<file path="config.mk">
export PLATFORM = sky130hd
export DESIGN_NAME = r_release_ctrl
export DESIGN_NICKNAME = d
export VERILOG_FILES = /design/src/rtl/r_release_ctrl.sv
export SDC_FILE = /design/constraint.sdc
export NUM_CORES = 1
export LEC_CHECK = 0
export ABC_CLOCK_PERIOD_IN_PS = 5400
export BUFFER_PORTS_ARGS = -buffer_cell sky130_fd_sc_hd__buf_2
export CAP_MARGIN = 0
export CORE_UTILIZATION = 55
export CTS_BUF_LIST = sky130_fd_sc_hd__clkbuf_4 sky130_fd_sc_hd__clkbuf_8
export CTS_CLUSTER_SIZE = 25
export DETAILED_ROUTE_END_ITERATION = 8
export PLACE_DENSITY = 0.76
export RECOVER_POWER = 50
export SYNTH_ARGS = -nofsm -noshare
export SYNTH_HDL_FRONTEND = slang
export SYNTH_SLANG_ARGS = --single-unit
</file>
<file path="constraint.sdc">
create_clock -name clk -period 5.4 [get_ports clk]
set_input_delay 0.27 -clock clk [delete_from_list [all_inputs] [get_ports clk]]
set_output_delay 0.27 -clock clk [all_outputs]
set_load 0.01 [all_outputs]
</file>
<file path="src/rtl/r_release_ctrl.sv">
// r_release_ctrl: in-order burst release from the per-UID park with ID restore,
// registered R output stage, UID return and burst length checking.
module r_release_ctrl #(
  parameter int NUM_UIDS      = 16,
  parameter int ID_WIDTH      = $clog2(NUM_UIDS),
  parameter int ORIG_ID_WIDTH = 4,
  parameter int LEN_WIDTH     = 8,
  parameter int DATA_WIDTH    = 64,
  parameter int RESP_WIDTH    = 2
) (
  input  logic                     clk,
  input  logic                     rst_n,
  input  logic                     issue_valid,
  output logic                     issue_ready,
  input  logic [ID_WIDTH-1:0]      issue_uid,
  input  logic [ORIG_ID_WIDTH-1:0] issue_orig_id,
  input  logic [LEN_WIDTH-1:0]     issue_len,
  output logic                     free_req,
  output logic [ID_WIDTH-1:0]      uid_to_free,
  input  logic                     park_valid,
  input  logic [DATA_WIDTH-1:0]    park_data,
  input  logic [RESP_WIDTH-1:0]    park_resp,
  input  logic                     park_last,
  output logic                     park_ready,
  input  logic                     free_ack,
  output logic                     m_valid,
  input  logic                     m_ready,
  output logic [ORIG_ID_WIDTH-1:0] m_id,
  output logic [DATA_WIDTH-1:0]    m_data,
  output logic [RESP_WIDTH-1:0]    m_resp,
  output logic                     m_last,
  output logic                     uid_release_valid,
  output logic [ID_WIDTH-1:0]      uid_release,
  output logic                     len_err
);
  localparam int CW = $clog2(NUM_UIDS + 1);

  typedef enum logic {IDLE, STREAM} state_t;
  state_t state, state_nx;

  logic [ID_WIDTH-1:0]      uid_q [NUM_UIDS];
  logic [ORIG_ID_WIDTH-1:0] oid_q [NUM_UIDS];
  logic [LEN_WIDTH-1:0]     len_q [NUM_UIDS];
  logic [ID_WIDTH-1:0]      head, tail;
  logic [CW-1:0]            count, count_nx;
  logic [LEN_WIDTH:0]       beat_cnt, len_ext;
  logic                     push, pop, stream;

  function automatic logic [ID_WIDTH-1:0] nxt(input logic [ID_WIDTH-1:0] p);
    return (p == ID_WIDTH'(NUM_UIDS - 1)) ? '0 : p + ID_WIDTH'(1);
  endfunction

  assign stream      = (state == STREAM);
  assign issue_ready = (count != CW'(NUM_UIDS));
  assign push        = issue_valid & issue_ready;
  assign pop         = free_ack & park_last;
  assign free_req    = stream;
  assign uid_to_free = stream ? uid_q[head] : '0;
  assign park_ready  = stream & (!m_valid | m_ready);
  assign len_ext     = {1'b0, len_q[head]};

  // Next state follows the post-update count so a push shows up as free_req one cycle later.
  always_comb begin
    count_nx = count + CW'(push) - CW'(pop);
    state_nx = (count_nx != '0) ? STREAM : IDLE;
  end

  always_ff @(posedge clk) begin
    if (push) begin
      uid_q[tail] <= issue_uid;
      oid_q[tail] <= issue_orig_id;
      len_q[tail] <= issue_len;
    end
  end

  always_ff @(posedge clk or negedge rst_n) begin
    if (!rst_n) begin
      state             <= IDLE;
      count             <= '0;
      head              <= '0;
      tail              <= '0;
      beat_cnt          <= '0;
      m_valid           <= 1'b0;
      m_id              <= '0;
      m_data            <= '0;
      m_resp            <= '0;
      m_last            <= 1'b0;
      uid_release_valid <= 1'b0;
      uid_release       <= '0;
      len_err           <= 1'b0;
    end else begin
      state             <= state_nx;
      count             <= count_nx;
      if (push) tail <= nxt(tail);
      if (pop) head <= nxt(head);
      beat_cnt          <= pop ? '0 : free_ack ? beat_cnt + (LEN_WIDTH+1)'(1) : beat_cnt;
      m_valid           <= free_ack | (m_valid & !m_ready);
      if (free_ack) begin
        m_id   <= oid_q[head];
        m_data <= park_data;
        m_resp <= park_resp;
        m_last <= park_last;
      end
      uid_release_valid <= pop;
      uid_release       <= pop ? uid_q[head] : '0;
      // Early last, or a non-last beat where the final one was due.
      if (free_ack & (park_last ? (beat_cnt != len_ext) : (beat_cnt == len_ext))) len_err <= 1'b1;
    end
  end
endmodule

</file>
### Word-level counts from Yosys, hierarchy flattened

Memory sizes are Yosys's and may differ from the RTL's. A register that Yosys moved wholly into a read port is not among the register bits.
Index checks and enable logic that the tools add are counted.
Widths: inputs -> output; s select.

| storage, ports and cells | value |
|---|---|
| bits in registers | 97 |
| bits in latches | 0 |
| bits in writable memories | 256 |
| ROM bits | 0 |
| input bits | 89 |
| output and inout bits | 85 |
| memories kept | 3 |

Memories:

| name | depth | width | read ports | clocked after Yosys merged registers in | write ports | line | source |
|---|---|---|---|---|---|---|---|
| len_q | 16 | 8 | 1 | 0 | 1 | 43 | `logic [LEN_WIDTH-1:0] len_q [NUM_UIDS];` |
| oid_q | 16 | 4 | 1 | 1 | 1 | 42 | `logic [ORIG_ID_WIDTH-1:0] oid_q [NUM_UIDS];` |
| uid_q | 16 | 4 | 1 | 0 | 1 | 41 | `logic [ID_WIDTH-1:0] uid_q [NUM_UIDS];` |

| operators by class | value |
|---|---|
| add/sub/neg operators | 5 |
| $mul | 0 |
| div/mod/pow operators | 0 |
| order comparisons | 0 |
| equality and inequality tests | 5 |
| shifts and indexed selects | 0 |
| mux-type cells | 10 |
| bitwise logic cells | 7 |
| reductions and logical operators | 5 |

Operators with widths:

| operator | number |
|---|---|
| $mux 9 | 2 |
| $mux 4 | 4 |
| $add 9x1->9 const B | 1 |
| $eq 9x8->1 | 1 |
| $ne 9x8->1 | 1 |
| $add 4x1->4 const B | 2 |
| $eq 4x4->1 const B | 2 |
| $add 5x1->5 | 1 |
| $and 1x1->1 | 5 |
| $ne 5x5->1 const B | 1 |
| $reduce_bool 5->1 | 1 |
| $sub 5x1->5 | 1 |
| $mux 1 | 4 |
| $logic_not 1->1 | 3 |
| $or 1x1->1 | 2 |
| $reduce_bool 2->1 | 1 |

### Logic depth before layout (Yosys ltp)

| logic depth | value |
|---|---|
| depth after elaboration | 6 |
| gate-level depth with buffers | 15 |
| gate-level depth less buffers | 14 |

### Worst setup path after synthesis

OpenSTA, ideal clock, no wires.

| path | value |
|---|---|
| path type | reg-to-reg |
| start | reg count[2] |
| end | mem len_q[3][0], enable pin |
| data arrival time | 2.771 ns |
| data required time | 4.970 ns |
| slack | 2.199 ns |
| stages on the path, launching flop included | 8 |
| buffers on the path | 1 |
| cell sequence | dfrtp_1 > inv_1 > ha_1 > nand4_1 > and2_1 > clkbuf_1 > inv_1 > nor4_1 |

| on the way | value |
|---|---|
| cells in the longest elaborated chain, start to end | 4 |

Ends and longest elaborated chain:

| item | line | source |
|---|---|---|
| from (decl) | 45 | `logic [CW-1:0] count, count_nx;` |
| from (signal assigned) | 93 | `count <= count_nx;` |
| $ne 5x5->1 | 54 | `assign issue_ready = (count != CW'(NUM_UIDS));` |
| net issue_ready | 14 | `output logic issue_ready,` |
| $and 1x1->1 | 55 | `assign push = issue_valid & issue_ready;` |
| $mux 1 | 69 | `if (push) begin` |
| $mux 1 (not written as such) | 72 | `len_q[tail] <= issue_len;` |
| to (decl) | 43 |  |

The timed path passes the listed nets, and every way through them passes these cells.

### Worst setup path after layout

| path | value |
|---|---|
| start | reg head[0] |
| end | out uid_to_free[0] |

| on the way | value |
|---|---|
| cells in the longest elaborated chain, start to end | 2 |

Ends and longest elaborated chain:

| item | line | source |
|---|---|---|
| from (decl) | 44 | `logic [ID_WIDTH-1:0] head, tail;` |
| from (signal assigned) | 95 | `if (pop) head <= nxt(head);` |
| $mem_v2 16x4 | n/a |  |
| $mux 4 | 58 | `assign uid_to_free = stream ? uid_q[head] : '0;` |
| to (decl) | 19 | `output logic [ID_WIDTH-1:0] uid_to_free,` |

Every way passes these cells.

==> run metrics <==
die width 163 µm; chip height 163 µm; Hold Path Class in -> reg; Tmin final 3790 ps; core area 25300 µm²; failing checks capacitance limit, slew limit; clock sink count 357; Worst R2R End len_err$_DFFE_PN0P_; via count 7973; Crit. End Element output port; post-synth top area share 54.1%; first-pass GRT wire length 46.3 mm; final net count 1138; post-CTS setup buffers 0; worst-case reg-to-reg path depth 8; clock share of power 29.3%; final clock skew 22.2 ps; status complete, but fails checks; post-detail-place hpwl 17.8 mm; Worst path max stage delay 880 ps; WHS 178 ps; fmax 264 MHz; DRC violations left 0; maximum VDD drop 0.000248 V; Critical Path End uid_to_free[0]; initial antenna violation count 1; post-synthesis register bit count 357; setup ws final 1610 ps; Die Area 26500 µm²; row cnt 58; worst reg2reg startpoint head[2]$_DFFE_PN0N_; Synth cell types 53; Synth Cell Area 14200 µm²; Reg2Reg Setup Slack 2020 ps; Overflow after GRT 0; Post-synth EDFFs 256; Crit path required time 5130 ps; P_int 5.34 mW; synthesized area per cell 18.8 µm²; number of fill cells 1681; CTS tree yes; setup_tns 0 ps; placed cell count 1239; hold path depth 1; ranking of synthesized cells by area edfxtp_1 (54%), dfrtp_1 (18%), mux4_2 (10%); critical path cell sequence buf_4 > mux4_2 > mux4_2 > and2_1 > buf_2; final WL 30.9 mm; Max-Cap Viols 2; n_diodes 0; setup slack after placement 1980 ps; # IOs 174; clock buffer depth 3; launch point of the worst path head[0]$_DFFE_PN0N_; Comb pwr share 23.2%; Synth area leader edfxtp_1; Tcrit/Tclk final 70.2%; DR vias/cell 5.67; Worst-path clk slew 60 ps; Synth async-reset ratio 28.3%; pin count of the biggest net entering global routing 76; endpoints failing setup 0; synthesized instance count 755; CTS Buf Count 54; Initial Util 56.3%; critical path class reg -> out; NetSw 2.15 mW; Leak Pwr 6.20 nW; Worst path slowest cell dfrtp_4; top_reg_cell synth edfxtp_1; Synth Warn # 0; layout cells sized above 1 31.8%; unrepaired setup endpoints after global routing no; first-pass detailed-route iteration total 7; PortBufs 172; post-route ant nets 0; Worst slew margin -53.7%; Post-Route Utilization 68.0%; Max Transition Viols Final 104; Mapped Nets 857; Crit Path Max Fanout 43; Reg power frac 47.5%; Routed WL per cell 21.9 µm; First DRT Iteration DRCs 565; GPL Wtd Cong 0.803; Final Hold Vio Count 0; Worst-Margin Slew 2310 ps; clk root buf clkbuf_8; most used cell, CP mux4_2; Final Instance Count excl. Fillers 1407; register area share after synthesis 71.8%; htree depth 2; startpoint types flip-flop; switching share of power 28.7%; vias in the first global route 8192; power per cell area 436 nW/µm²; GRT Total Usage 23.8%; critical path arrival 3520 ps; area added between synthesis and finish 20.8%; worst skew pair latency 580 ps
worst min-delay path by stage:
stage,from,endpoint,slack (ps)
after detailed placement,rst_n,uid_release[0]$_DFF_PN0_,310
after CTS,issue_orig_id[0],oid_q[3][0]$_DFFE_PP_,20
after global routing,issue_orig_id[0],oid_q[4][0]$_DFFE_PP_,170
after floorplan,rst_n,beat_cnt[0]$_DFFE_PN0P_,-30
after global placement,rst_n,uid_release[0]$_DFF_PN0_,290
final,issue_orig_id[0],oid_q[0][0]$_DFFE_PP_,180
synthesized netlist by cell type (6+ instances only):
cell type and number:
edfxtp_1 256, dfrtp_1 101, mux2_2 71, mux4_2 66
inv_1 23, mux2i_1 20, nand2_1 20, and2_1 17
nor2_1 15, clkbuf_1 14, a21oi_1 13, ha_1 12
nand3_1 12, buf_2 10, o21ai_0 9, nor3_1 8
nor4_1 8, xnor2_1 7, xor2_1 6
flip-flops by register name, summed over array words and instances (netlist names):
| signal | cells |
|---|---|
| m_resp | 2 |
| head | 4 |
| len_q | 128 |
| count | 5 |
| free_req | 1 |
| len_err | 1 |
| oid_q | 64 |
| tail | 4 |
| uid_q | 64 |
| m_valid | 1 |
| m_id | 4 |
| m_last | 1 |
| uid_release_valid | 1 |
| uid_release | 4 |
| m_data | 64 |
| beat_cnt | 9 |
stage by stage:
stage	power (mW)	area [µm²]
after floorplan	4.74	14200
after global placement	5.28	15500
after detailed placement	5.33	15500
after CTS	7.57	17300
after global routing	7.85	17200
final	7.49	17200
what timing repair did:
item | in CTS | in global routing
gates resized for setup | 0 | 0
hold buffers | 71 | 0
endpoints found under the hold margin | 103 | 0
critical path, delay by kind of cell (launching register included):
family                 cells  cell delay, ps
DFF                        1             880
buffers and inverters      2             750
muxes                      2            1100
and+or+nand+nor            1             180
final cells by class:
type / instances / area (µm²) / area share [%]
Timing Repair Buffer: 263 / 1600 / 9.29
Tap cell: 330 / 413 / 2.40
Inverter: 23 / 86.3 / 0.503
Clock buffer: 87 / 1020 / 5.95
Multi-Input combinational cell: 337 / 3760 / 21.9
Sequential cell: 357 / 10200 / 59.5
Clock inverter: 10 / 73.8 / 0.430
power groups by stage:
| stage | clock (mW) | combinational (mW) | sequential [mW] |
|---|---|---|---|
| 6_report | 2.20 | 1.74 | 3.55 |
| 5_1_grt | 2.36 | 1.89 | 3.60 |
| 4_1_cts | 2.25 | 1.77 | 3.56 |
| 3_5_place_dp | 0 | 1.73 | 3.61 |
| 3_3_place_gp | 0 | 1.69 | 3.59 |
| 2_1_floorplan | 0 | 1.30 | 3.44 |
logic make-up after synthesis:
logic type / after synthesis / synth area share, %
flops: 357 / 71.8
mux: 160 / 17.9
simple gates: 100 / 3.65
buf+inv: 61 / 2.09
compound gates: 51 / 2.48
xor+xnor: 13 / 0.801
fa+ha+maj: 13 / 1.20
per-layer routing:
layer / global-route usage [%] / vias up / share of wire (%)
met5: 0 / - / 0
met4: 7.60 / 0 / 1.9
met2: 40.5 / 338 / 50
met3: 5.32 / 59 / 7.6
li1: - / 3542 / -
met1: 30.6 / 4034 / 41
cell usage in the layout (no fill, tap or decap), drive strengths merged, types with 5 or more instances in the layout:
cell type    Yosys  layout
a21oi           13      13
nor2            15      15
mux4            68      68
clkinv           0       8
ha              12      12
mux2i           20      20
and2            17      17
nand4            5       5
edfxtp         256     256
clkbuf          14     185
dlygate4sd3      0      71
inv             23      23
nand2           20      20
o21ai            9       9
nand3           12      12
xnor2            7       7
nor3             8       8
buf             24      94
mux2            72      72
xor2             6       6
dfrtp          101     101
nor4             8       8
(Power assumes the default switching activity.)
